**src/rtl/hazard_pkg.sv**
```systemverilog
// Shared encodings for the pipeline hazard controller: FSM states, result-source and forwarding codes.
package hazard_pkg;

    typedef enum logic {
        RUN      = 1'b0,
        MEM_WAIT = 1'b1
    } state_e;

    localparam logic [1:0] RES_LOAD = 2'b01;

    localparam logic [1:0] FWD_RF  = 2'b00;
    localparam logic [1:0] FWD_WB  = 2'b01;
    localparam logic [1:0] FWD_MEM = 2'b10;

    typedef struct packed {
        logic stallf;
        logic stalld;
        logic flushd;
        logic stalle;
        logic flushe;
        logic stallm;
    } ctrl_t;

    // x0 is hardwired zero, so it never matches as a producer
    function automatic logic reg_hit(input logic [4:0] prod, input logic [4:0] cons);
        return (prod != 5'd0) && (prod == cons);
    endfunction

endpackage

```
**src/rtl/hazard_fwd_sel.sv**
```systemverilog
// E-stage operand forwarding select for one source register; M stage wins over W stage.
module hazard_fwd_sel
    import hazard_pkg::*;
(
    input  logic [4:0] rd_addr_e,
    input  logic [4:0] wr_addrm,
    input  logic       regwr_sgnm,
    input  logic [4:0] wr_addrw,
    input  logic       regwr_sgnw,
    output logic [1:0] fwd_sel
);

    always_comb begin
        fwd_sel = FWD_RF;
        if (regwr_sgnm && reg_hit(wr_addrm, rd_addr_e)) begin
            fwd_sel = FWD_MEM;
        end else if (regwr_sgnw && reg_hit(wr_addrw, rd_addr_e)) begin
            fwd_sel = FWD_WB;
        end
    end

endmodule

```
**src/rtl/hazard_ctrl.sv**
```systemverilog
// Stall/flush/forward control for the 5-stage pipeline with a data-memory wait FSM and timeout.
// Define HAZARD_PERF_EN to add saturating stall/flush/memwait performance counters.
module hazard_ctrl
    import hazard_pkg::*;
#(
    parameter int unsigned MEM_TIMEOUT = 256,
    parameter int unsigned CNT_W       = 32
) (
    input  logic             clk,
    input  logic             rst,
    input  logic [4:0]       rd_addr1d,
    input  logic [4:0]       rd_addr2d,
    input  logic [4:0]       rd_addr1e,
    input  logic [4:0]       rd_addr2e,
    input  logic [4:0]       wr_addre,
    input  logic [1:0]       result_sgne,
    input  logic [4:0]       wr_addrm,
    input  logic             regwr_sgnm,
    input  logic             memreq_m,
    input  logic             dmem_ready,
    input  logic [4:0]       wr_addrw,
    input  logic             regwr_sgnw,
    input  logic             pcsrce,
    output logic             stallf,
    output logic             stalld,
    output logic             flushd,
    output logic             stalle,
    output logic             flushe,
    output logic             stallm,
    output logic [1:0]       forward_ae,
    output logic [1:0]       forward_be,
    output logic             mem_err
`ifdef HAZARD_PERF_EN
    ,
    output logic [CNT_W-1:0] perf_stall,
    output logic [CNT_W-1:0] perf_flush,
    output logic [CNT_W-1:0] perf_memwait
`endif
);

    localparam int unsigned WCNT_W = (MEM_TIMEOUT > 2) ? $clog2(MEM_TIMEOUT) : 1;
    localparam logic [WCNT_W-1:0] WAIT_LAST = WCNT_W'(MEM_TIMEOUT - 1);

    if (MEM_TIMEOUT < 2 || MEM_TIMEOUT > 65535 || CNT_W < 1) begin : g_bad_param
        $error("hazard_ctrl: parameter out of range");
    end

    state_e            state_q, state_d;
    logic [WCNT_W-1:0] wait_cnt_q, wait_cnt_d;
    ctrl_t             ctrl;
    ctrl_t             run_ctrl;
    logic              mem_err_c;
    logic              load_use;
    logic [1:0]        fwd_a_sel, fwd_b_sel;

    hazard_fwd_sel u_fwd_a (
        .rd_addr_e  (rd_addr1e),
        .wr_addrm   (wr_addrm),
        .regwr_sgnm (regwr_sgnm),
        .wr_addrw   (wr_addrw),
        .regwr_sgnw (regwr_sgnw),
        .fwd_sel    (fwd_a_sel)
    );

    hazard_fwd_sel u_fwd_b (
        .rd_addr_e  (rd_addr2e),
        .wr_addrm   (wr_addrm),
        .regwr_sgnm (regwr_sgnm),
        .wr_addrw   (wr_addrw),
        .regwr_sgnw (regwr_sgnw),
        .fwd_sel    (fwd_b_sel)
    );

    assign load_use = (result_sgne == RES_LOAD) &&
                      (reg_hit(wr_addre, rd_addr1d) || reg_hit(wr_addre, rd_addr2d));

    // Redirect / load-use controls, used whenever memory is not holding the pipe
    always_comb begin
        run_ctrl = '0;
        if (pcsrce) begin
            run_ctrl.flushd = 1'b1;
            run_ctrl.flushe = 1'b1;
        end else if (load_use) begin
            run_ctrl.stallf = 1'b1;
            run_ctrl.stalld = 1'b1;
            run_ctrl.flushe = 1'b1;
        end
    end

    always_comb begin
        ctrl       = '0;
        mem_err_c  = 1'b0;
        state_d    = state_q;
        wait_cnt_d = wait_cnt_q;

        if (state_q == RUN) begin
            wait_cnt_d = '0;
            if (memreq_m && !dmem_ready) begin
                ctrl    = '{stallf: 1'b1, stalld: 1'b1, flushd: 1'b0,
                            stalle: 1'b1, flushe: 1'b0, stallm: 1'b1};
                state_d = MEM_WAIT;
            end else begin
                ctrl = run_ctrl;
            end
        end else begin
            // On release the pipe advances this cycle, so a pending redirect must act now
            if (dmem_ready) begin
                ctrl       = run_ctrl;
                state_d    = RUN;
                wait_cnt_d = '0;
            end else if (wait_cnt_q == WAIT_LAST) begin
                ctrl       = run_ctrl;
                mem_err_c  = 1'b1;
                state_d    = RUN;
                wait_cnt_d = '0;
            end else begin
                ctrl       = '{stallf: 1'b1, stalld: 1'b1, flushd: 1'b0,
                               stalle: 1'b1, flushe: 1'b0, stallm: 1'b1};
                wait_cnt_d = wait_cnt_q + 1'b1;
            end
        end

        if (rst) begin
            ctrl       = '0;
            mem_err_c  = 1'b0;
            state_d    = RUN;
            wait_cnt_d = '0;
        end
    end

    always_ff @(posedge clk) begin
        if (rst) begin
            state_q    <= RUN;
            wait_cnt_q <= '0;
        end else begin
            state_q    <= state_d;
            wait_cnt_q <= wait_cnt_d;
        end
    end

    assign stallf     = ctrl.stallf;
    assign stalld     = ctrl.stalld;
    assign flushd     = ctrl.flushd;
    assign stalle     = ctrl.stalle;
    assign flushe     = ctrl.flushe;
    assign stallm     = ctrl.stallm;
    assign mem_err    = mem_err_c;
    assign forward_ae = rst ? FWD_RF : fwd_a_sel;
    assign forward_be = rst ? FWD_RF : fwd_b_sel;

`ifdef HAZARD_PERF_EN
    logic [CNT_W-1:0] perf_stall_q, perf_stall_d;
    logic [CNT_W-1:0] perf_flush_q, perf_flush_d;
    logic [CNT_W-1:0] perf_memwait_q, perf_memwait_d;

    always_comb begin
        perf_stall_d   = perf_stall_q;
        perf_flush_d   = perf_flush_q;
        perf_memwait_d = perf_memwait_q;
        if (ctrl.stalld && (perf_stall_q != '1)) begin
            perf_stall_d = perf_stall_q + 1'b1;
        end
        if (ctrl.flushe && (perf_flush_q != '1)) begin
            perf_flush_d = perf_flush_q + 1'b1;
        end
        if ((state_q == MEM_WAIT) && (perf_memwait_q != '1)) begin
            perf_memwait_d = perf_memwait_q + 1'b1;
        end
    end

    always_ff @(posedge clk) begin
        if (rst) begin
            perf_stall_q   <= '0;
            perf_flush_q   <= '0;
            perf_memwait_q <= '0;
        end else begin
            perf_stall_q   <= perf_stall_d;
            perf_flush_q   <= perf_flush_d;
            perf_memwait_q <= perf_memwait_d;
        end
    end

    assign perf_stall   = perf_stall_q;
    assign perf_flush   = perf_flush_q;
    assign perf_memwait = perf_memwait_q;
`endif

endmodule

```
**config.mk**
```make
export PLATFORM = sky130hd
export DESIGN_NAME = hazard_ctrl
export DESIGN_NICKNAME = d
export VERILOG_FILES = /design/src/rtl/hazard_pkg.sv /design/src/rtl/hazard_fwd_sel.sv /design/src/rtl/hazard_ctrl.sv
export SDC_FILE = /design/constraint.sdc
export NUM_CORES = 1
export LEC_CHECK = 0
export CORE_ASPECT_RATIO = 1.1
export CORE_UTILIZATION = 30
export CTS_BUF_LIST = sky130_fd_sc_hd__clkbuf_16
export DETAILED_ROUTE_END_ITERATION = 8
export DONT_BUFFER_PORTS = 1
export PLACE_DENSITY = 0.42
export SYNTH_ARGS = -nofsm -noshare
export SYNTH_HDL_FRONTEND = slang
export SYNTH_SLANG_ARGS = --single-unit
```
**constraint.sdc**
```tcl
create_clock -name clk -period 3.1 [get_ports clk]
set_input_delay 0.31 -clock clk [delete_from_list [all_inputs] [get_ports clk]]
set_output_delay 0.31 -clock clk [all_outputs]
set_load 0.03 [all_outputs]
```
# Word-level counts from Yosys, hierarchy flattened
# Cells that the tools add are included.
[word_totals] inputBits=44 regBits=9 output_inout_bits=11 word_cells=54
[classes] n_addsub=1 n_bitwise=1 reduce_logical=18 muxes=24 n_eq_ne=8
[op_table] cell="equality test 5 bit" count=6
[op_table] cell="two-way mux 6 bit" count=5
[op_table] cell="nonzero test 5 bit" count=3
[op_table] cell="two-way mux 1 bit" count=13
[op_table] cell="logical AND 1 bit" count=12
[op_table] cell="two-way mux 2 bit" count=6
[op_table] cell="adder 8 x 1 -> 8 bit (second input constant)" count=1
[op_table] cell="equality test 8 bit (second input constant)" count=1
[op_table] cell="OR reduction 4 bit" count=1
[op_table] cell="equality test 2 x 1 -> 1 bit (second input constant)" count=1
[op_table] cell="zero test 1 bit" count=1
[op_table] cell="logical OR 1 bit" count=1
[op_table] cell="inverter 1 bit" count=1

# Logic depth before layout (Yosys ltp)
# Gate-level depths: netlist of run 1.
[logic_depth] word_depth=10 ltp_mapped=6 depth_no_buf=5

# Hierarchy
# From an unflattened synthesis of run 1, not the netlist that was laid out.
[unflattened] hier_cells=114 area_unflattened_um2=904.6
[modules_own_cells] mod="hazard_ctrl" area_per_inst_um2=601.8 seq_area_each_um2=180.2 cells_per_inst=74 n_inst=1
[modules_own_cells] mod="hazard_fwd_sel" area_per_inst_um2=151.4 seq_area_each_um2=0.0 cells_per_inst=20 n_inst=2

# Least setup slack after synthesis of run 1
# No wires, ideal clock.
[synth_path] path_kind="in2out" start="input wr_addre[2]" end="output stallf" required_ps=2790 path_buffers=1 arrival_time_ps=1788 cell_stages=5 path_slack_ps=1002 cell_sequence="xor2_1 > nor3_1 > a22oi_1 > o21ai_0 > buf_4"
[synth_via] elab_chain_len=10 elab_cells_between_ends=14 cone_classes="eq/ne (2); mux (7); reduce/logical (5)"
[synth_rtl] element="from (decl)" line_no="hazard_ctrl.sv:15" rtl="input logic [4:0] wr_addre,"
[synth_rtl] element="equality test 5 bit / nonzero test 5 bit (equally long branches)" line_no="hazard_pkg.sv:26" rtl="return (prod != 5'd0) && (prod == cons);"
[synth_rtl] element="logical AND 1 bit" line_no="hazard_pkg.sv:26"
[synth_rtl] element="logical OR 1 bit (*)" line_no="hazard_ctrl.sv:75" rtl="(reg_hit(wr_addre, rd_addr1d) || reg_hit(wr_addre, rd_addr2d));"
[synth_rtl] element="logical AND 1 bit (*)" line_no="hazard_ctrl.sv:74" rtl="assign load_use = (result_sgne == RES_LOAD) &&"
[synth_rtl] element="two-way mux 2 bit (*)" line_no="hazard_ctrl.sv:83" rtl="end else if (load_use) begin"
[synth_rtl] element="two-way mux 2 bit (*)" line_no="hazard_ctrl.sv:80" rtl="if (pcsrce) begin"
[synth_rtl] element="two-way mux 6 bit" line_no="hazard_ctrl.sv:111" rtl="end else if (wait_cnt_q == WAIT_LAST) begin"
[synth_rtl] element="two-way mux 6 bit" line_no="hazard_ctrl.sv:107" rtl="if (dmem_ready) begin"
[synth_rtl] element="two-way mux 6 bit (*)" line_no="hazard_ctrl.sv:96" rtl="if (state_q == RUN) begin"
[synth_rtl] element="two-way mux 6 bit (*)" line_no="hazard_ctrl.sv:123" rtl="if (rst) begin"
[synth_rtl] element="to (decl)" line_no="hazard_ctrl.sv:24" rtl="output logic stallf,"
# Every way passes the cells marked *; elsewhere a longest branch is shown, timed or not.

# Final worst setup path of run 1
[layout_path] start="register wait_cnt_q[0]" end="output flushe"
[layout_via] elab_chain_len=5
[layout_rtl] element="from (decl)" line_no="hazard_ctrl.sv:49" rtl="logic [WCNT_W-1:0] wait_cnt_q, wait_cnt_d;"
[layout_rtl] element="from (signal assigned)" line_no="hazard_ctrl.sv:137" rtl="wait_cnt_q <= wait_cnt_d;"
[layout_rtl] element="equality test 8 bit" line_no="hazard_ctrl.sv:111"
[layout_rtl] element="two-way mux 6 bit" line_no="hazard_ctrl.sv:111"
[layout_rtl] element="two-way mux 6 bit" line_no="hazard_ctrl.sv:107"
[layout_rtl] element="two-way mux 6 bit" line_no="hazard_ctrl.sv:96"
[layout_rtl] element="two-way mux 6 bit" line_no="hazard_ctrl.sv:123"
[layout_rtl] element="to (decl)" line_no="hazard_ctrl.sv:28" rtl="output logic flushe,"
# No other way between the ends.

==> impl_metrics.toml, run 1 <==
[critical_path]
r2r_slack_ns = 1.72
crit_fanout = 4
crit_path_cell_trace = "ha_1 > and3_1 > a311o_1 > and3_1 > o21bai_1"
end_kind = "output pin"
required_ns = 2.79
crit_top_cell = "and3_1"
crit_arrival_ns = 2.05
critPathKind = "register to output pin"
critPathSlowestCell = "a311o_1"
reg2reg_from = "wait_cnt_q[0]"
slowest_delay_ns = 0.37
rr_endpoint = "wait_cnt_q[4]"
worstSetupStartpointType = "register"
reg2reg_depth = 5

[finish]
seq_area_um2 = 180.2
nNetsFinal = 160
num-fill-cells = 290
area_growth_pct = 14.62
stdcell_area_um2 = 980.9
multi_input_area_um2 = 645.6
diodes = 0
drive_gt1_frac = 0.07895

[routing]
viasPerCell = 5.145
antenna_left = 0
post_drt_wl_per_cell_um = 13.03
drtIter0Drc = 8
firstDrtPassIters = 4
drc_errors = 0
wl_um = 1889
vias = 746

[synth]
synth_top_family_by_area = "XOR/XNOR gates"
synth-compound-area-share = 0.06287
synth_mux_area_frac = 0
synth_cell_types = 24
synth_ff_type = "dfxtp_1"
yosysTopAreaCellShare = 0.2456
yosys_warnings = 0
ys_ff_latch = 9
syn-num-nets = 154
synthesis.area_um2 = 855.8
synth.most_common_cell = "xor2_1"
synth_area_leader_cell = "xor2_1"
synth-async-reset-ratio = 0
syn_area_per_cell_um2 = 7.852
synth_seq_area_share = 0.2105
synth-simple-area-share = 0.3085
netlist_top_cells_count = "xor2_1 (24), nor2_1 (15), xnor2_1 (12), dfxtp_1 (9)"
synth-edff-count = 0
synthAdderAreaFrac = 0.01462
synth-xor-area-share = 0.3684
syn_inst = 109
synth_area_leaders = "xor2_1 (25%), dfxtp_1 (21%), xnor2_1 (12%)"

[grt]
gr-usage-all-layers = 0.1271
grt_max_degree = 8
grt_antenna_before_repair = 0
grt_pass1_wl_um = 2842
grt_pass1_vias = 694
overflow = 0

[power_and_ir_drop]
p_leak_nw = 0.3571
power.switching_w = 0.00008574
powerDensity_mw_per_mm2 = 408.7
switching_share = 0.2138
peakVddDrop_v = 0.0003438
pwr-share-clk = 0.549
combPwrFrac = 0.156
finalPower_w = 0.0004009
seqPwrFrac = 0.295
intPower_w = 0.0003152

[floorplan]
num_rows = 19
die-area_mm2 = 0.003071
initial_core_util = 0.3303
die_w_um = 52.93
fp.dieH_um = 58.02
core_area_mm2 = 0.002591
io_pins = 55

[hold_path]
min_from = "memreq_m"
hold_class = "input port to register"
hold_depth = 2
min_to = "state_q"

[sta]
fin_crit_ns = 2.362
setup_viol = 0
max_freq_ghz = 0.4234
relSlewSlack = 0.4709
hold_slack_ns = 0.2851
skew_ns = 0.003003
hold_viol = 0
tightest_slew_ns = 0.7870
maxSlewViolCount = 0
fin_tns_setup_ns = 0
rsz0062_at_grt = "no"
fin_crit_sh = 0.7618
fin_ws_ns = 0.7383

[placed_design]
place_ws_ns = 0.9272
hpwl_um = 1610
place_area_um2 = 902.1
gp_congestion = 0.8071
portBuffers = 0

[clock_tree]
cts_buffers = 3
clock-root-buffer = "clkbuf_16"
cts_hold_buf = 0
clkSlewWorstSetupHoldPaths_ns = 0.04
clock_latency_ns = 0.23
cts_resized = 0
cts_setup_buffers = 0
cts_tree = "built"
clk_path_buf_depth = 2
htree_levels = 1
clock-sinks = 9

[job]
drv_cap = 0

[outcome]
outcome = "complete, no violations"
-- critical path: cells and delay by family, from the launching register on --
kind                       cells  cell delay (ns)
adders and majority gates      1             0.25
and+or+nand+nor                2             0.51
DFF                            1             0.33
AOI/OAI and AO/OA              2             0.73
-- cell usage in the layout, fill, tap and decap left out, types with 2 or more instances in the layout --
cell type / n
o211ai_1: 2
nor3_1: 6
nand3_1: 7
nor4_2: 2
or4_1: 4
and3_1: 3
xor2_1: 24
buf_4: 3
nand2_1: 7
xnor2_1: 12
nor4_1: 2
nor2_1: 15
inv_1: 5
dfxtp_1: 9
clkbuf_16: 3
-- state kept, by name, indices dropped and copies added, names as in the netlist --
signal / count
wait_cnt_q: 8
state_q: 1
-- worst max path at each step --
stage | to | cells past startpoint | from | slack, ns
3_5_place_dp | forward_ae[0] | 4 | wr_addrm[0] | 0.93
5_1_grt | flushe | 5 | wait_cnt_q[0] | 0.66
4_1_cts | flushe | 5 | wait_cnt_q[0] | 0.73
2_1_floorplan | stallf | 5 | wr_addre[2] | 1.00
6_report | flushe | 5 | wait_cnt_q[0] | 0.74
3_3_place_gp | forward_ae[0] | 4 | wr_addrm[0] | 0.94
-- layout make-up --
| class | count | area share |
|---|---|---|
| flip-flops and latches | 9 | 0.1837 |
| clock inverters | 1 | 0.003827 |
| well taps | 31 | 0.03954 |
| clock buffers | 3 | 0.07653 |
| multi-input cells | 94 | 0.6582 |
| repair buffers | 3 | 0.02296 |
| inverters | 4 | 0.01531 |
-- routing by layer --
layer / routed length (um) / GRT usage
met5: 0 / 0
met1: 833 / 0.1435
met4: 6 / 0.02256
met2: 849 / 0.2152
met3: 199 / 0.06299
-- cell families after synthesis --
kind of cell	count (synthesis)
simple gates	50
xor+xnor	36
flops	9
compound gates	7
buf+inv	6
fa+ha+maj	1
-- power groups by stage --
| stage | Clock, W | Sequential [W] | Combinational (W) |
|---|---|---|---|
| after floorplan | 0 | 0.000120 | 0.0000561 |
| after detailed placement | 0 | 0.000120 | 0.0000627 |
| after global routing | 0.000232 | 0.000118 | 0.0000697 |
| after CTS | 0.000226 | 0.000118 | 0.0000631 |
| final | 0.000220 | 0.000118 | 0.0000624 |
| after global placement | 0 | 0.000120 | 0.0000626 |
-- stage by stage --
step                  util  cells
floorplan                -    109
global placement    0.3481    141
detailed placement  0.3481    141
CTS                 0.3786    145
global route        0.3786    145
finish              0.3786    145
No activity file was read; power rests on OpenSTA's default activity.
==> inputs of run 2 (changes only) <==
--- a/config.mk
+++ b/config.mk
@@ -5,6 +5,7 @@
 export SDC_FILE = /design/constraint.sdc
 export NUM_CORES = 1
 export LEC_CHECK = 0
+export ABC_AREA = 1
 export CORE_ASPECT_RATIO = 1.1
 export CORE_UTILIZATION = 30
 export CTS_BUF_LIST = sky130_fd_sc_hd__clkbuf_16
==> constraint.sdc (replaced) <==
create_clock -name clk -period 2.2 [get_ports clk]
set_input_delay 0.22 -clock clk [delete_from_list [all_inputs] [get_ports clk]]
set_output_delay 0.22 -clock clk [all_outputs]
set_load 0.03 [all_outputs]
==> impl_metrics.toml, run 2 <==
[sta]
tightest_slew_ns = 0.5703
skew_ns = 0.003272
hold_slack_ns = 0.1579
hold_viol = 0
max_freq_ghz = 0.5630
rsz0062_at_grt = "no"
fin_crit_ns = 1.776
maxSlewViolCount = 0
fin_crit_sh = 0.8073
relSlewSlack = 0.6184
setup_viol = 0
fin_tns_setup_ns = 0

[clock_tree]
cts_resized = 0
clock_latency_ns = 0.24
clock-sinks = 9
clock-root-buffer = "clkbuf_16"
cts_tree = "built"
cts_hold_buf = 0
clkSlewWorstSetupHoldPaths_ns = 0.04
cts_buffers = 3
clk_path_buf_depth = 2
htree_levels = 1
cts_setup_buffers = 0

[critical_path]
end_kind = "output pin"
r2r_slack_ns = 1.03
rr_endpoint = "wait_cnt_q[7]"
required_ns = 1.98
critPathKind = "register to output pin"
reg2reg_from = "wait_cnt_q[0]"
reg2reg_depth = 6
crit_fanout = 3
crit_arrival_ns = 1.56
worstSetupStartpointType = "register"

[job]
drv_cap = 0

[hold_path]
hold_class = "input port to register"
min_to = "wait_cnt_q[6]"
hold_depth = 3
min_from = "dmem_ready"

[power_and_ir_drop]
powerDensity_mw_per_mm2 = 494.4
peakVddDrop_v = 0.0002758
p_leak_nw = 0.6009

[synth]
synthesis.area_mm2 = 0.001066
syn_inst = 185
synth-edff-count = 0
synth.most_common_cell = "nand2_1"
yosys_warnings = 0
syn_area_per_cell_um2 = 5.762
netlist_top_cells_count = "nand2_1 (53), inv_1 (36), nor2_1 (20), nand3_1 (11), dfxtp_1 (9)"
syn-num-nets = 230
synth_seq_area_share = 0.1690
synth_cell_types = 28
synth_area_leader_cell = "nand2_1"
synth_ff_type = "dfxtp_1"
synth-async-reset-ratio = 0
synth_area_leaders = "nand2_1 (19%), dfxtp_1 (17%), inv_1 (13%)"
yosysTopAreaCellShare = 0.1866
ys_ff_latch = 9

[routing]
antenna_left = 0
vias = 1054
firstDrtPassIters = 6
drtIter0Drc = 31
drc_errors = 0
post_drt_wl_per_cell_um = 9.983
wl_um = 2356
viasPerCell = 4.466

[finish]
largest_register = "wait_cnt_q"
largest_reg_flops = 8
nNetsFinal = 234
seq_area_um2 = 180.2
area_growth_pct = 12.09
diodes = 0
drive_gt1_frac = 0.1011
num-fill-cells = 386
reg_top3 = "wait_cnt_q x8, state_q x1"
final_common_cell = "nand2_1"
multi_input_area_um2 = 720.7
mostFrequentLayoutCells = "nand2_1 (53), inv_1 (36), nor2_1 (20)"

[floorplan]
die-area_mm2 = 0.003796
core_area_mm2 = 0.003358
fp.dieH_um = 64.52
io_pins = 55
initial_core_util = 0.3174
die_w_um = 58.84
num_rows = 22

[grt]
grt_use_met3 = 0.05589
grt_antenna_before_repair = 0
grt_max_degree = 9
grt_pass1_vias = 1087
overflow = 0
grt-busiest-layer = "met2"
grt_pass1_wl_um = 4333
gr-usage-all-layers = 0.1457
grt_use_met1 = 0.1743
grtUsageMet2 = 0.2443

[placed_design]
hpwl_um = 2123
gp_congestion = 0.7386
portBuffers = 0

[outcome]
outcome = "complete, no violations"
## run 2: changes by cell type after synthesis, sizes merged, moves of 4 or more
| cell | before | now |
|---|---|---|
| inv | 4 | 37 |
| xor2 | 24 | 7 |
| nor2 | 15 | 23 |
| nand2 | 7 | 56 |
| xnor2 | 12 | 6 |
| nand3 | 7 | 12 |
| a21oi | 0 | 8 |
| or4 | 4 | 0 |
## run 2: metal layers
metal	routed length (um)	vias to the layer above	part of all wire
met4	10	0	0.0042
met5	0	-	0
met3	217	2	0.092
met1	1057	433	0.45
met2	1070	45	0.45
li1	-	574	-
## run 2: cells by family (layout without fill, tap and decap cells)
kind of cell               after synthesis  after routing  synth area share
xor gates and xnor gates                13             13            0.1068
and+or+nand+nor                        108            108            0.4847
buffers and inverters                   40             43            0.1549
adders and majority gates                1              1           0.01174
DFF                                      9              9            0.1690
AOI/OAI and AO/OA                       14             14           0.07278
## run 2: per-stage QoR
step	power, W	setup slack [ns]	utilization	cells	instance area [um2]
4_1_cts	0.0005987	0.4108	0.3558	236	1195
5_1_grt	0.0006284	0.2887	0.3558	236	1195
6_report	0.0005908	0.4239	0.3558	236	1195
2_1_floorplan	0.0002667	0.2989	-	185	1066
3_5_place_dp	0.0002732	0.6643	0.3320	232	1115
3_3_place_gp	0.0002715	0.7034	0.3320	232	1115
## run 2: final cells by class
class                   count  share of cell area
clock buffers               3             0.06283
clock inverters             1            0.004188
inverters                  37              0.1162
multi-input cells         136              0.6031
flip-flops and latches      9              0.1508
well taps                  48             0.05026
repair buffers              2             0.01257
## run 2: worst max-delay path, cell delays in order, from the launching register on
cell and delay [ns]:
dfxtp_1 0.35, ha_1 0.19, nand2_2 0.08, nor2_4 0.12, nand3_2 0.10, nand3_1 0.11
nand2_1 0.36
## run 2: report_power, final
part | leakage [nW] | total (W) | internal (W) | switching (W)
combinational | 0.487 | 0.000103 | 0.0000413 | 0.0000620
sequential | 0.0727 | 0.000166 | 0.000165 | 0.00000113
clock | 0.0409 | 0.000321 | 0.000240 | 0.0000816
total | 0.601 | 0.000591 | 0.000446 | 0.000145
## run 2: how the worst max path moves through the flow
| stage | from | to | slack (ns) | depth (start not counted) |
|---|---|---|---|---|
| global route | wait_cnt_q[0] | flushe | 0.29 | 7 |
| floorplan | wait_cnt_q[0] | mem_err | 0.30 | 5 |
| CTS | wait_cnt_q[0] | stallf | 0.41 | 6 |
| global placement | wait_cnt_q[0] | stalld | 0.70 | 6 |
| finish | wait_cnt_q[0] | stalld | 0.42 | 6 |
| detailed placement | wait_cnt_q[0] | stallf | 0.66 | 6 |
==> inputs of run 3 (changes only) <==
--- a/config.mk
+++ b/config.mk
@@ -11,7 +11,7 @@
 export CTS_BUF_LIST = sky130_fd_sc_hd__clkbuf_16
 export DETAILED_ROUTE_END_ITERATION = 8
 export DONT_BUFFER_PORTS = 1
-export PLACE_DENSITY = 0.42
+export PLACE_DENSITY = 0.43
 export SYNTH_ARGS = -nofsm -noshare
 export SYNTH_HDL_FRONTEND = slang
 export SYNTH_SLANG_ARGS = --single-unit
==> constraint.sdc (replaced) <==
create_clock -name clk -period 1.62 [get_ports clk]
set_input_delay 0.162 -clock clk [delete_from_list [all_inputs] [get_ports clk]]
set_output_delay 0.162 -clock clk [all_outputs]
set_load 0.03 [all_outputs]
==> impl_metrics.toml, run 3 (same netlist as run 2, synthesis figures left out) <==
[critical_path]
critPathKind = "register to output pin"
end_kind = "output pin"
required_ns = 1.46
reg2reg_from = "wait_cnt_q[0]"
crit_fanout = 3
worstSetupStartpointType = "register"
crit_arrival_ns = 1.41
crit_start = "wait_cnt_q[0]"

[job]
drv_cap = 0

[power_and_ir_drop]
peakVddDrop_v = 0.0004065
powerDensity_mw_per_mm2 = 628.6
finalPower_w = 0.0008148
p_leak_nw = 0.6531

[sta]
max_freq_ghz = 0.6342
hold_viol = 0
hold_slack_ns = 0.1027
setup_viol = 0
fin_crit_ns = 1.577
skew_ns = 0.001970
maxSlewViolCount = 0
fin_crit_sh = 0.9734
rsz0062_at_grt = "yes"
relSlewSlack = 0.6391
tightest_slew_ns = 0.5390
fin_tns_setup_ns = 0

[clock_tree]
clock-root-buffer = "clkbuf_16"
clk_path_buf_depth = 2
clock-sinks = 9
clock_latency_ns = 0.23
clkSlewWorstSetupHoldPaths_ns = 0.04
cts_hold_buf = 0
htree_levels = 1
cts_tree = "built"
cts_buffers = 3

[grt]
grt_use_met1 = 0.1632
grtUsageMet2 = 0.2813
gr-usage-all-layers = 0.1489
grt-busiest-layer = "met2"
overflow = 0
grt_max_degree = 9
grt_use_met3 = 0.03792
grt_pass1_wl_um = 4436
grt_pass1_vias = 1172
grt_antenna_before_repair = 0

[placed_design]
portBuffers = 0
place_area_mm2 = 0.001151
dp.cells = 236
hpwl_um = 2222
gp_congestion = 0.8327

[floorplan]
die_w_um = 58.84
die-area_mm2 = 0.003796
initial_core_util = 0.3174
io_pins = 55
core_area_mm2 = 0.003358
num_rows = 22
fp.dieH_um = 64.52

[hold_path]
min_from = "dmem_ready"
hold_class = "input port to register"

[routing]
drtIter0Drc = 25
wl_um = 2514
firstDrtPassIters = 4
post_drt_wl_per_cell_um = 10.39
drc_errors = 0
viasPerCell = 4.603
vias = 1114
antenna_left = 0

[finish]
drive_gt1_frac = 0.1701
nNetsFinal = 240
diodes = 0
final_common_cell = "nand2_1"
stdcell_area_mm2 = 0.001296
reg_top3 = "wait_cnt_q x8, state_q x1"
mostFrequentLayoutCells = "nand2_1 (51), inv_1 (35), nor2_1 (20)"
largest_register = "wait_cnt_q"
largest_reg_flops = 8
area_growth_pct = 21.60
instances_no_fill = 242
num-fill-cells = 384

[outcome]
outcome = "complete, no violations"
-- run 3: path summary, 6_finish.rpt --
| kind | to | slack [ns] | depth (start not counted) |
|---|---|---|---|
| worst max register to register | wait_cnt_q[7] | 0.50 | 6 |
| worst min-delay path | wait_cnt_q[6] | 0.10 | 3 |
| worst max-delay path | flushe | 0.04 | 7 |
| worst min register to register | wait_cnt_q[6] | 0.50 | 2 |
-- run 3: layer usage --
metal / vias up / wire length (um)
li1: 586 / -
met1: 492 / 1002
met2: 36 / 1309
met3: 0 / 202
met4: 0 / 0
met5: - / 0
-- run 3: layout make-up --
cell class / count / area, um2 / area share
tap: 48 / 60.06 / 0.04633
inverter: 37 / 141.4 / 0.1091
multi-input combinational: 136 / 772.0 / 0.5956
clock inverter: 1 / 5.005 / 0.003861
clock buffer: 3 / 75.07 / 0.05792
timing repair buffer: 8 / 60.06 / 0.04633
sequential: 9 / 182.7 / 0.1409
-- run 3: power breakdown --
part | total (W) | switching, W | internal (W)
clock network | 0.000437 | 0.000111 | 0.000326
logic | 0.000152 | 0.0000885 | 0.0000637
registers | 0.000226 | 0.00000157 | 0.000224
-- run 3: stage by stage --
step	setup slack [ns]	utilization
6_report	0.04317	0.3860
5_1_grt	-0.01364	0.3860
4_1_cts	-0.0006851	0.3823
3_5_place_dp	0.1414	0.3428
3_3_place_gp	0.1703	0.3428
2_1_floorplan	0.1220	-
-- run 3: timing repair --
action,CTS,global route
pin swaps,7,6
setup buffers,2,0
gates resized for setup,11,2
setup endpoints to repair,6,3
-- run 3: worst max-delay path: stages (launching register included) --
cell and delay [ns]:
dfxtp_2 0.35, ha_4 0.15, nand2_4 0.06, nor2_4 0.11
nand3_2 0.10, a21oi_4 0.18, nand3_2 0.12, nand2_4 0.12
